==> src/rtl/booth_pkg.sv <==
// Shared definitions for the Booth product accumulator slice.
// Contents:
//   PROD_W_DEF / ACC_W_DEF         default product and accumulator widths
//   state_t                        burst FSM state (IDLE, ACCUM, HOLD)
//   ACC_SAT_MAX_DEF / _MIN_DEF     saturation limits for the default ACC_W
package booth_pkg;

    localparam int PROD_W_DEF = 10;
    localparam int ACC_W_DEF  = 16;

    typedef enum logic [1:0] {
        IDLE  = 2'd0,
        ACCUM = 2'd1,
        HOLD  = 2'd2
    } state_t;

    localparam logic [ACC_W_DEF-1:0] ACC_SAT_MAX_DEF = {1'b0, {(ACC_W_DEF-1){1'b1}}};
    localparam logic [ACC_W_DEF-1:0] ACC_SAT_MIN_DEF = {1'b1, {(ACC_W_DEF-1){1'b0}}};

endpackage

==> src/rtl/booth_pend_fifo.sv <==
// Small synchronous FIFO holding products that arrive while a result is held.
// Ports:
//   clock, rst   rising-edge clock, asynchronous active-high reset
//   flush        synchronous empty
//   push, din    write request and data (ignored when full unless popping)
//   pop          remove head (ignored when empty)
//   head         oldest entry
//   full, empty  occupancy flags
// DEPTH must be a power of two, 2 minimum.
module booth_pend_fifo #(
    parameter int WIDTH = 10,
    parameter int DEPTH = 2
) (
    input  logic             clock,
    input  logic             rst,
    input  logic             flush,
    input  logic             push,
    input  logic             pop,
    input  logic [WIDTH-1:0] din,
    output logic [WIDTH-1:0] head,
    output logic             full,
    output logic             empty
);

    localparam int AW = $clog2(DEPTH);

    logic [WIDTH-1:0] mem_q [DEPTH];
    logic [AW-1:0]    wr_q, rd_q;
    logic [AW:0]      cnt_q;
    logic             wr_en, rd_en;

    assign full  = (cnt_q == (AW+1)'(DEPTH));
    assign empty = (cnt_q == '0);
    assign head  = mem_q[rd_q];

    // A push into a full FIFO is accepted when the head leaves the same cycle.
    assign wr_en = push && (!full || pop);
    assign rd_en = pop && !empty;

    always_ff @(posedge clock or posedge rst) begin
        if (rst) begin
            wr_q  <= '0;
            rd_q  <= '0;
            cnt_q <= '0;
        end else if (flush) begin
            wr_q  <= '0;
            rd_q  <= '0;
            cnt_q <= '0;
        end else begin
            if (wr_en) wr_q <= wr_q + AW'(1);
            if (rd_en) rd_q <= rd_q + AW'(1);
            cnt_q <= cnt_q + (AW+1)'(wr_en) - (AW+1)'(rd_en);
        end
    end

    always_ff @(posedge clock) begin
        if (wr_en && !flush) mem_q[wr_q] <= din;
    end

endmodule

==> src/rtl/booth_product_accumulator.sv <==
// Accumulates bursts of BURST_LEN signed products into an ACC_W-bit sum and
// presents each finished sum on a valid/ready port. Products arriving while a
// sum is held are queued in a pending FIFO; drops set the sticky overrun flag.
// Ports:
//   clock, rst            rising-edge clock, asynchronous active-high reset
//   prod_valid, prod_in   product strobe and signed product
//   clear                 synchronous soft clear (rst has priority)
//   acc_out, acc_valid    burst sum and its valid flag
//   acc_ready             consumer accepts acc_out
//   prod_count            products folded into the current burst
//   ovf, overrun          sticky overflow / pending-FIFO drop flags
// Build option: BOOTH_ACC_SATURATE_EN clamps the sum on overflow instead of
// wrapping.
module booth_product_accumulator
    import booth_pkg::*;
#(
    parameter int PROD_W     = PROD_W_DEF,
    parameter int ACC_W      = ACC_W_DEF,
    parameter int BURST_LEN  = 4,
    parameter int PEND_DEPTH = 2
) (
    input  logic              clock,
    input  logic              rst,
    input  logic              prod_valid,
    input  logic [PROD_W-1:0] prod_in,
    input  logic              clear,
    output logic [ACC_W-1:0]  acc_out,
    output logic              acc_valid,
    input  logic              acc_ready,
    output logic [7:0]        prod_count,
    output logic              ovf,
    output logic              overrun
);

`ifdef BOOTH_ACC_SATURATE_EN
    localparam logic [ACC_W-1:0] SAT_MAX = {1'b0, {(ACC_W-1){1'b1}}};
    localparam logic [ACC_W-1:0] SAT_MIN = {1'b1, {(ACC_W-1){1'b0}}};
`endif

    state_t            state_q, state_d;
    logic [ACC_W-1:0]  acc_q, acc_d;
    logic [7:0]        cnt_q, cnt_d;
    logic              ovf_q, ovf_d;
    logic              ovr_q, ovr_d;

    logic              f_push, f_pop, f_full, f_empty;
    logic [PROD_W-1:0] f_head, src;
    logic [ACC_W-1:0]  ext, base, sum;
    logic              hs, take, add_ovf, drop;

    booth_pend_fifo #(
        .WIDTH(PROD_W),
        .DEPTH(PEND_DEPTH)
    ) u_pend (
        .clock (clock),
        .rst   (rst),
        .flush (clear),
        .push  (f_push),
        .pop   (f_pop),
        .din   (prod_in),
        .head  (f_head),
        .full  (f_full),
        .empty (f_empty)
    );

    assign hs   = (state_q == HOLD) && acc_ready;
    // In HOLD a product may only be folded in the handshake cycle.
    assign take = !clear && ((state_q != HOLD) || hs) && (!f_empty || prod_valid);
    assign src  = f_empty ? prod_in : f_head;
    assign ext  = {{(ACC_W-PROD_W){src[PROD_W-1]}}, src};
    // Outside ACCUM the first product loads rather than adds.
    assign base = (state_q == ACCUM) ? acc_q : '0;
    assign sum  = base + ext;
    assign add_ovf = (base[ACC_W-1] == ext[ACC_W-1]) && (sum[ACC_W-1] != base[ACC_W-1]);

    assign f_pop  = take && !f_empty;
    // Queue the input unless it is being bypassed straight into the adder.
    assign f_push = !clear && prod_valid && !(take && f_empty);
    assign drop   = f_push && f_full && !f_pop;

    always_comb begin
        state_d = state_q;
        acc_d   = acc_q;
        cnt_d   = cnt_q;
        ovf_d   = ovf_q;
        ovr_d   = ovr_q;
        if (clear) begin
            state_d = IDLE;
            acc_d   = '0;
            cnt_d   = '0;
            ovf_d   = 1'b0;
            ovr_d   = 1'b0;
        end else begin
            if (hs) begin
                state_d = IDLE;
                acc_d   = '0;
                cnt_d   = '0;
                ovf_d   = 1'b0;
                ovr_d   = 1'b0;
            end
            if (take) begin
`ifdef BOOTH_ACC_SATURATE_EN
                acc_d = add_ovf ? (ext[ACC_W-1] ? SAT_MIN : SAT_MAX) : sum;
`else
                acc_d = sum;
`endif
                if (add_ovf) ovf_d = 1'b1;
                cnt_d   = ((state_q == ACCUM) ? cnt_q : 8'd0) + 8'd1;
                state_d = (cnt_d == 8'(BURST_LEN)) ? HOLD : ACCUM;
            end
            if (drop) ovr_d = 1'b1;
        end
    end

    always_ff @(posedge clock or posedge rst) begin
        if (rst) begin
            state_q <= IDLE;
            acc_q   <= '0;
            cnt_q   <= '0;
            ovf_q   <= 1'b0;
            ovr_q   <= 1'b0;
        end else begin
            state_q <= state_d;
            acc_q   <= acc_d;
            cnt_q   <= cnt_d;
            ovf_q   <= ovf_d;
            ovr_q   <= ovr_d;
        end
    end

    assign acc_out    = acc_q;
    assign acc_valid  = (state_q == HOLD);
    assign prod_count = cnt_q;
    assign ovf        = ovf_q;
    assign overrun    = ovr_q;

endmodule

==> config.mk <==
export PLATFORM = sky130hd
export DESIGN_NAME = booth_product_accumulator
export DESIGN_NICKNAME = d
export VERILOG_FILES = /design/src/rtl/booth_pkg.sv /design/src/rtl/booth_pend_fifo.sv /design/src/rtl/booth_product_accumulator.sv
export SDC_FILE = /design/constraint.sdc
export NUM_CORES = 1
export LEC_CHECK = 0
export ABC_CLOCK_PERIOD_IN_PS = 4200
export BUFFER_PORTS_ARGS = -buffer_cell sky130_fd_sc_hd__buf_4
export CELL_PAD_IN_SITES_DETAIL_PLACEMENT = 0
export CELL_PAD_IN_SITES_GLOBAL_PLACEMENT = 1
export CORE_UTILIZATION = 27
export CTS_CLUSTER_SIZE = 20
export DETAILED_ROUTE_END_ITERATION = 8
export GPL_TIMING_DRIVEN = 0
export PLACE_DENSITY_LB_ADDON = 0.1
export REMOVE_ABC_BUFFERS = 1
export SYNTH_ARGS = -nofsm -noshare
export SYNTH_HDL_FRONTEND = slang
export SYNTH_SLANG_ARGS = --single-unit
==> constraint.sdc <==
create_clock -name clock -period 4.2 [get_ports clock]
set_input_delay 0.42 -clock clock [delete_from_list [all_inputs] [get_ports clock]]
set_output_delay 0.42 -clock clock [all_outputs]
set_load 0.03 [all_outputs]
==> reports/metrics.yaml, run 1 <==
period_share_pct: 84.4
dp_hpwl_um: 5440
portBuffers: 41
clk_latency_ps: 300
drive_gt1_share_pct: 17.0
required_ps: 4380
root_buffer: "clkbuf_16"
relSlewSlack_pct: 31.9
grt.overflow.total: 0
crit_buf_inv: 0
cp_slowest_stage_delay_ps: 740
p_leak_nw: 1.62
layout_common_cells: "41 x buf_4, 32 x dfrtp_1, 29 x o21ai_0"
place_congestion: 0.772
fin_skew_ps: 10.9
synth_edf_count: 20
ios: 42
row_count: 38
drc: 0
clock_path_buffers: 2
synthCells: 318
path_delay_family: "compound AO/OA/AOI/OAI gates"
ys_types: 48
clock.fmax_ghz: 0.282
layout-area-overhead-vs-synth_pct: 20.5
path_cells: "or2_2 -> a21oi_1 -> ha_1 -> a21oi_1 -> o211ai_1 -> a211oi_2 -> nor3_1 -> o211a_1 -> a211o_1"
viasPerCell: 4.88
grt_usage_pct: 13.8
antennaDiodeCount: 0
cp_data_arrival_time_ps: 3730
powerDensity_nw_per_um2: 541
startpoint_type: "flop"
dr.pass1.iters: 5
die_area_um2: 11900
fin_nets: 391
reg2reg_from: "u_pend.cnt_q[1]"
cp_common_cell: "a21oi_1"
start_util_pct: 28.2
h-tree-depth: 2
cts_resized: 0
cts_setup_buffers: 0
yosysSeqAreaShare_pct: 45.3
synth_warnings: 0
path_clk_slew_ps: 80
r2r_slack_ps: 660
endpoint_kind: "flop"
num_vias: 2428
antenna_found_initial: 0
drt_iter0_drc: 136
fp.dieW_um: 109
min_period_ps: 3540
synth_ff_type: "dfrtp_1"
grt_max_degree: 33
cts_tree: "done"
syn_avg_cell_area_um2: 9.73
core_um2: 11000
finalSetupViolations: 0
r2r-end: "acc_out[15]"
final_common_cell: "buf_4"
hold_class: "input port to async pin"
r2r.worst_path.cells: 9
drt-wirelength-per-cell_um: 15.6
peakVddDrop_uv: 236
cap_viol_max_count: 0
grt_pass1_vias: 2441
ant_nets: 0
hold_viol: 0
worst_pin_slew_ps: 1020
slew_viol_final: 0
final_core_util_pct: 34.0
yosys_register_bits: 52
slowest_stage: "a21oi_1"
holdBufCountCts: 0
status: "finished clean"
rsz0062_at_grt: "false"
syn-cell-area_um2: 3100
die_y_um: 109
grt_pass1_wl_um: 12600
cts_sinks: 52
synthArstFlopShare_pct: 61.5
cp_max_fo: 22
fin_tns_setup_ps: 0
cts_buffers: 5
wirelength_um: 7780
critical_path_class: "flop to flop"
## worst max-delay path by stage
stage	cells after the start	endpoint	slack [ps]	startpoint
2_1_floorplan	9	acc_out[15]	1320	state_q[0]
3_3_place_gp	9	acc_out[15]	370	state_q[0]
3_5_place_dp	9	acc_out[15]	680	u_pend.cnt_q[1]
4_1_cts	9	acc_out[15]	660	u_pend.cnt_q[1]
5_1_grt	9	acc_out[15]	450	u_pend.cnt_q[1]
6_report	9	acc_out[15]	660	u_pend.cnt_q[1]
## state kept, by name (all words and copies together), names as in the netlist
register	cells
prod_count	8
u_pend.mem_q	20
u_pend.wr_q	1
u_pend.cnt_q	2
overrun	1
ovf	1
state_q	2
u_pend.rd_q	1
acc_out	16
## layout make-up
type	count	area, um2
flip-flops and latches	52	1400
clock buffers	5	125
repair buffers	43	334
fillers	1151	7250
multi-input cells	246	1610
clock inverters	3	46.3
well taps	140	175
inverters	9	33.8
## cell families after synthesis
logic type               count (synthesis)  synth area share [%]
adder cells (fa/ha/maj)                 19                  7.92
AO/OA/AOI/OAI                           83                  16.2
AND/OR/NAND/NOR                        115                  19.1
XOR/XNOR                                17                  4.81
flip-flops                              52                  45.3
buffers and inverters                   20                  2.79
multiplexers                            12                  3.88
## per-stage QoR
step / setup slack, ps / instances / total power [mW] / hold WS [ps] / instance area (um2)
global route: 453 / 498 / 2.15 / 308 / 3730
floorplan: 1320 / 307 / 1.27 / 474 / 3040
detailed placement: 676 / 490 / 1.54 / 482 / 3560
CTS: 659 / 498 / 2.04 / 299 / 3730
finish: 655 / 498 / 2.02 / 262 / 3730
global placement: 372 / 488 / 1.54 / 476 / 3530
## layer usage
metal	vias up	global-route usage [%]	part of all wire, %
met2	43	22.3	45
met1	1157	19.4	51
met4	0	2.90	0.90
li1	1223	-	-
met5	-	0	0
met3	5	2.27	3.6
## where the power goes
group          switching [mW]  total, mW  internal, mW
clock network           0.208      0.492         0.284
logic                   0.525      0.857         0.333
registers              0.0659      0.667         0.601
## cell usage after synthesis (all sizes together), types with 3 or more instances
library cell	number	area (um2)
dfrtp	32	801
a21oi	29	145
o21ai	29	145
nor2	24	92.6
nand2	23	86.3
nand3	22	110
edfxtp	20	601
and2	19	119
ha	18	225
mux2i	12	120
xnor2	10	87.6
inv	9	33.8
clkbuf	8	40.0
xor2	7	61.3
nor3	6	35.0
nor2b	5	31.3
a21o	4	30.0
and3	4	25.0
buf	3	12.5
nand3b	3	22.5
o211ai	3	36.3
o31ai	3	22.5
Note: power is estimated with default switching activity, not from simulation.
==> run 2, diff against run 1 <==
--- a/config.mk
+++ b/config.mk
@@ -5,7 +5,8 @@
 export SDC_FILE = /design/constraint.sdc
 export NUM_CORES = 1
 export LEC_CHECK = 0
-export ABC_CLOCK_PERIOD_IN_PS = 4200
+export ABC_AREA = 1
+export ABC_CLOCK_PERIOD_IN_PS = 3350
 export BUFFER_PORTS_ARGS = -buffer_cell sky130_fd_sc_hd__buf_4
 export CELL_PAD_IN_SITES_DETAIL_PLACEMENT = 0
 export CELL_PAD_IN_SITES_GLOBAL_PLACEMENT = 1
==> constraint.sdc (replaced) <==
create_clock -name clock -period 3.35 [get_ports clock]
set_input_delay 0.335 -clock clock [delete_from_list [all_inputs] [get_ports clock]]
set_output_delay 0.335 -clock clock [all_outputs]
set_load 0.03 [all_outputs]
==> run 2 against run 1 <==
  * Core utilization shrank 1.2 points
  * Cell area rose by 5.8%
  * Area after synthesis increased by 8.3%
  * Register-to-register slack worse by 310 ps
  * Non-clock buffer count shrank 2
  * Critical path type unchanged
==> reports/metrics.yaml, run 2 <==
holdBufCountCts: 0  # unchanged
root_buffer: "clkbuf_16"
startpoint_type: "flop"
ios: 42  # unchanged
powerDensity_nw_per_um2: 808  # +49%
wirelength_um: 8910  # +14%
grt.overflow.total: 0  # unchanged
yosys-top-cells-count: "106 x nand2_1, 63 x nor2_1, 55 x inv_1"
reg2reg_from: "u_pend.cnt_q[1]"
synth_most_common_cell: "nand2_1"
grt_usage_pct: 15.2  # +1.4 points
path_cells: "nor2_4 -> inv_1 -> o21ai_1 -> inv_1 -> ha_1 -> a21oi_1 -> o21ai_0 -> a21oi_1 -> nand2_1 -> nand2_1 -> nand3_1 -> nand2_1"
slowest_stage: "dfrtp_1"
yosys_register_bits: 52  # unchanged
syn_avg_cell_area_um2: 7.62  # -22%
drt-wirelength-per-cell_um: 13.8  # -12%
final_common_cell: "nand2_1"
synth_edf_count: 20  # unchanged
largest_reg_flops: 20  # unchanged
hold_slack_ps: 174  # -88.3 ps
critical_path_class: "flop to flop"
fin_tns_setup_ps: 0  # unchanged
core_um2: 12100  # +9.8%
cap_viol_max_count: 0  # unchanged
total_power_mw: 3.19  # +58%
fp.dieW_um: 113  # +4.0%
synthCells: 440  # +38%
hold_class: "input port to async pin"
required_ps: 3600  # -780 ps
drive_gt1_share_pct: 14.0  # -3.0 points
hold_viol: 0  # unchanged
cts_sinks: 52  # unchanged
r2r_slack_ps: 350  # -310 ps
clock_path_buffers: 2  # unchanged
synth_warnings: 0  # unchanged
synth_ff_type: "dfrtp_1"
yosysSeqAreaShare_pct: 41.8  # -3.5 points
drt_iter0_drc: 149  # +9.6%
h-tree-depth: 2  # unchanged
crit_start: "u_pend.cnt_q[1]"
ant_nets: 0  # unchanged
antennaDiodeCount: 0  # unchanged
cp_data_arrival_time_ps: 3250  # -480 ps
viasPerCell: 4.54  # -7.0%
dpl-instance-area_um2: 3790  # +6.6%
status: "finished clean"
relSlewSlack_pct: 31.7  # -0.20 points
num_vias: 2930  # +21%
synthArstFlopShare_pct: 61.5  # unchanged
period_share_pct: 89.6  # +5.2 points
start_util_pct: 27.8  # -0.38 points
p_leak_nw: 1.90  # +17%
top_register: "u_pend.mem_q"
final_area_um2: 3950  # +5.8%
die_y_um: 113  # +4.0%
layout-area-overhead-vs-synth_pct: 17.7
rsz0062_at_grt: "false"
die_area_um2: 12900  # +8.2%
ys_types: 35  # -27%
row_count: 40  # +5.3%
slew_viol_final: 0  # unchanged
layout_common_cells: "105 x nand2_1, 63 x nor2_1, 54 x inv_1"
drc: 0  # unchanged
antenna_found_initial: 0  # unchanged
dp_hpwl_um: 6490  # +19%
min_period_ps: 3000  # -543 ps
cp_common_cell: "nand2_1"
worst_pin_slew_ps: 1020  # -0.739 ps
grt_pass1_vias: 2978  # +22%
clock.fmax_ghz: 0.333  # +18%
place_congestion: 0.771  # -0.10%
finalSetupViolations: 0  # unchanged
path_clk_slew_ps: 80  # about the same
cp_max_fo: 13  # -41%
syn-cell-area_um2: 3350  # +8.3%
synthTopCellsByArea: "dfrtp_1 24%, edfxtp_1 18%, nand2_1 12%"
cp_slowest_stage_delay_ps: 430  # -310 ps
cts_tree: "done"
fin_nets: 511  # +31%
dr.pass1.iters: 4  # -1
endpoint_kind: "flop"
dpl_worst_slack_ps: 285  # -391 ps
grt_pass1_wl_um: 15000  # +19%
clk_latency_ps: 310  # about the same
cts_buffers: 5  # unchanged
peakVddDrop_uv: 294  # +25%
yosysTopAreaCell: "dfrtp_1"
portBuffers: 41  # unchanged
final.setup.worst_slack_ps: 348  # -307 ps
synth_top_area_share_pct: 23.9  # -2.0 points
fin_skew_ps: 8.60  # -2.30 ps
grt_max_degree: 33  # unchanged
[run 2: changes by cell type in the layout (fill, tap and decap cells not counted), moves of 9 or more]
cell | before | now
inv_1 | 8 | 54
o21ai_0 | 29 | 20
nand3_1 | 22 | 32
nor2_1 | 23 | 63
nand2_1 | 23 | 105
mux2i_1 | 12 | 0
and2_1 | 19 | 1
[run 2: cell families (layout without fill, tap and decap cells)]
| family | count (synthesis) | count (layout) | synth area share [%] |
|---|---|---|---|
| fa+ha+maj | 19 | 19 | 7.31 |
| xor+xnor | 4 | 4 | 1.04 |
| flops | 52 | 52 | 41.8 |
| compound gates | 76 | 76 | 12.9 |
| simple gates | 219 | 219 | 27.9 |
| buf+inv | 70 | 108 | 8.95 |
[run 2: per-stage QoR]
stage          std cells  utilization, %
6_report             646            32.7
5_1_grt              646            32.7
4_1_cts              646            32.7
3_5_place_dp         638            31.4
3_3_place_gp         638            31.4
2_1_floorplan        429               -
[run 2: layer usage]
metal / GRT usage [%] / vias to the layer above / share of wire, %
li1: - / 1509 / -
met1: 19.9 / 1362 / 48
met2: 25.3 / 50 / 47
met3: 3.13 / 9 / 3.8
met4: 4.74 / 0 / 1.3
met5: 0 / - / 0
[run 2: report_power, final]
group / total (mW) / switching (mW) / internal, mW
Combinational: 1.73 / 1.17 / 0.557
Sequential: 0.903 / 0.110 / 0.793
Clock: 0.559 / 0.274 / 0.285
Total: 3.19 / 1.55 / 1.63
[run 2: final timing paths]
| kind | end | depth (start not counted) |
|---|---|---|
| min reg2reg | overrun | 2 |
| max in group asynchronous | acc_out[0] | 2 |
| max reg2reg | ovf | 12 |
| max | ovf | 12 |
| min | state_q[1] | 2 |
| min in group clock | u_pend.cnt_q[0] | 2 |
[run 2: final cells by class]
| class | count | area, um2 |
|---|---|---|
| clock buffers | 5 | 125 |
| clock inverters | 3 | 27.5 |
| fillers | 1308 | 8110 |
| inverters | 59 | 221 |
| multi-input cells | 318 | 1650 |
| flip-flops and latches | 52 | 1400 |
| well taps | 168 | 210 |
| repair buffers | 41 | 308 |
[run 2: timing repair]
item / 4_1_cts / 5_1_grt
setup buffers: 0 / 0
resized for setup: 0 / 1
endpoints found under the setup margin: 0 / 1
[run 2: worst max-delay path: cells and delay by family, from the launching register on]
| family | cells | cell delay, ps |
|---|---|---|
| flops | 1 | 430 |
| compound gates | 4 | 890 |
| fa+ha+maj | 1 | 420 |
| buf+inv | 2 | 500 |
| simple gates | 5 | 680 |
==> run 3, diff against run 2 <==
--- a/config.mk
+++ b/config.mk
@@ -13,7 +13,7 @@
 export CORE_UTILIZATION = 27
 export CTS_CLUSTER_SIZE = 20
 export DETAILED_ROUTE_END_ITERATION = 8
-export GPL_TIMING_DRIVEN = 0
+export GPL_TIMING_DRIVEN = 1
 export PLACE_DENSITY_LB_ADDON = 0.1
 export REMOVE_ABC_BUFFERS = 1
 export SYNTH_ARGS = -nofsm -noshare
==> run 3 against run 2 <==
  * Global-route usage about the same
  * Sequential power about the same
  * Combinational power about the same
  * Clock-buffer cell count unchanged
  * Setup slack improved by 220 ps
  * Via count decreased by 0.34%
  * Flip-flop and latch count unchanged
  * Power about the same
  * Critical path depth unchanged
  * Non-clock buffer count increased by 6
  * Maximum frequency increased by 7.8%
  * Critical endpoint unchanged
  * Largest power group unchanged
  * Highest routed layer unchanged
==> reports/metrics.yaml, run 3 (synthesis gave the netlist of run 2 again) <==
min_period_ps: 2780  # -218 ps
core_um2: 12100  # unchanged
cts_tree: "done"
clk_latency_ps: 300  # about the same
powerDensity_nw_per_um2: 800  # -0.97%
finalSetupViolations: 0  # unchanged
dp_hpwl_um: 6960  # +7.2%
start_util_pct: 27.8  # unchanged
cts_setup_buffers: 0  # unchanged
rsz0062_at_grt: "false"
grt.overflow.total: 0  # unchanged
cp_max_fo: 13  # unchanged
multiInputGateArea_um2: 1650  # -0.15%
cts_buffers: 5  # unchanged
total_power_mw: 3.19  # about the same
portBuffers: 41  # unchanged
layout_common_cells: "106 x nand2_1, 63 x nor2_1, 55 x inv_1"
path_clk_slew_ps: 70  # about the same
slew_viol_final: 0  # unchanged
p_leak_nw: 1.93  # +1.5%
hold_viol: 0  # unchanged
stdcell_count: 652  # +0.93%
fillers: 1333  # +1.9%
peakVddDrop_uv: 282  # -4.1%
cp_data_arrival_time_ps: 3020  # -230 ps
fp.dieW_um: 113  # unchanged
clock_path_buffers: 2  # unchanged
largest_reg_flops: 20  # unchanged
placed_cells: 644  # +0.94%
worst_pin_slew_ps: 1070  # +47.7 ps
wirelength_um: 9010  # +1.1%
endpoint_kind: "flop"
holdBufCountCts: 0  # unchanged
drt-wirelength-per-cell_um: 13.8  # +0.18%
relSlewSlack_pct: 28.7  # -3.0 points
ios: 42  # unchanged
grt_pass1_wl_um: 15100  # +0.41%
clock.fmax_ghz: 0.359  # +7.8%
antenna_found_initial: 0  # unchanged
fin_nets: 517  # +1.2%
grt_usage_pct: 15.2  # about the same
final_common_cell: "nand2_1"
cts_sinks: 52  # unchanged
drc: 0  # unchanged
critical_path_class: "flop to flop"
period_share_pct: 83.1  # -6.5 points
startpoint_type: "flop"
place_congestion: 0.805  # +4.4%
h-tree-depth: 2  # unchanged
top_register: "u_pend.mem_q"
final.setup.worst_slack_ps: 566  # +218 ps
dpl_worst_slack_ps: 541  # +256 ps
die_y_um: 113  # unchanged
num_vias: 2920  # -0.34%
drt_iter0_drc: 122  # -18%
fin_skew_ps: 4.20  # -4.40 ps
required_ps: 3590  # about the same
drive_gt1_share_pct: 14.7  # +0.65 points
cap_viol_max_count: 0  # unchanged
dr.pass1.iters: 4  # unchanged
cts_resized: 0  # unchanged
grt_pass1_vias: 2988  # +0.34%
viasPerCell: 4.48  # -1.3%
grt_max_degree: 26  # -21%
row_count: 40  # unchanged
seq_area_um2: 1400  # unchanged
ant_nets: 0  # unchanged
die_area_um2: 12900  # unchanged
fin_tns_setup_ps: 0  # unchanged
antennaDiodeCount: 0  # unchanged
status: "finished clean"
layout-area-overhead-vs-synth_pct: 18.8
root_buffer: "clkbuf_16"
hold_class: "input port to flop"
-- run 3: cell count changes in the layout (fill, tap and decap cells not counted), sizes merged --
cell  delta
buf      +6
-- run 3: power breakdown --
part	switching (mW)	internal, mW
sequential	0.108	0.792
combinational	1.18	0.577
clock	0.253	0.279
-- run 3: cell type report --
class	count	share of cell area [%]
clock buffer	5	3.14
clock inverter	3	0.534
inverter	59	5.56
multi-input combinational	318	41.5
sequential	52	35.2
tap	168	5.28
timing repair buffer	47	8.86
-- run 3: path summary, 6_finish.rpt --
kind                                 start  slack (ps)  cells past startpoint              end
setup / recovery           u_pend.cnt_q[1]         570                     12              ovf
hold / removal                       clear         210                      2  u_pend.cnt_q[0]
setup reg to reg           u_pend.cnt_q[1]         570                     12              ovf
hold reg to reg                    overrun         500                      2          overrun
max in group asynchronous              rst        2380                      3    prod_count[4]
min in group asynchronous              rst         300                      2          overrun
-- run 3: routing by layer --
metal / track usage (%) / vias to the layer above / share of wire (%)
met5: 0 / - / 0
met4: 5.09 / 0 / 1.4
met3: 2.50 / 9 / 2.3
met2: 25.5 / 35 / 47
met1: 20.0 / 1355 / 49
li1: - / 1521 / -
-- run 3: worst max-delay path, stage by stage (launching register included) --
cell	delay, ps
dfrtp_1	430
nor2_4	300
inv_1	280
o21ai_1	270
inv_1	180
ha_1	400
a21oi_1	180
o21ai_0	110
a21oi_1	260
nand2_1	120
nand2_1	70
nand3_1	60
nand2_1	60
-- run 3: stage by stage --
| stage | instance area, um2 | utilization, % | hold slack [ps] |
|---|---|---|---|
| 2_1_floorplan | 3270 | - | 400 |
| 3_3_place_gp | 3840 | 31.8 | 480 |
| 3_5_place_dp | 3840 | 31.8 | 494 |
| 4_1_cts | 3980 | 33.0 | 200 |
| 5_1_grt | 3980 | 33.0 | 212 |
| 6_report | 3980 | 33.0 | 210 |
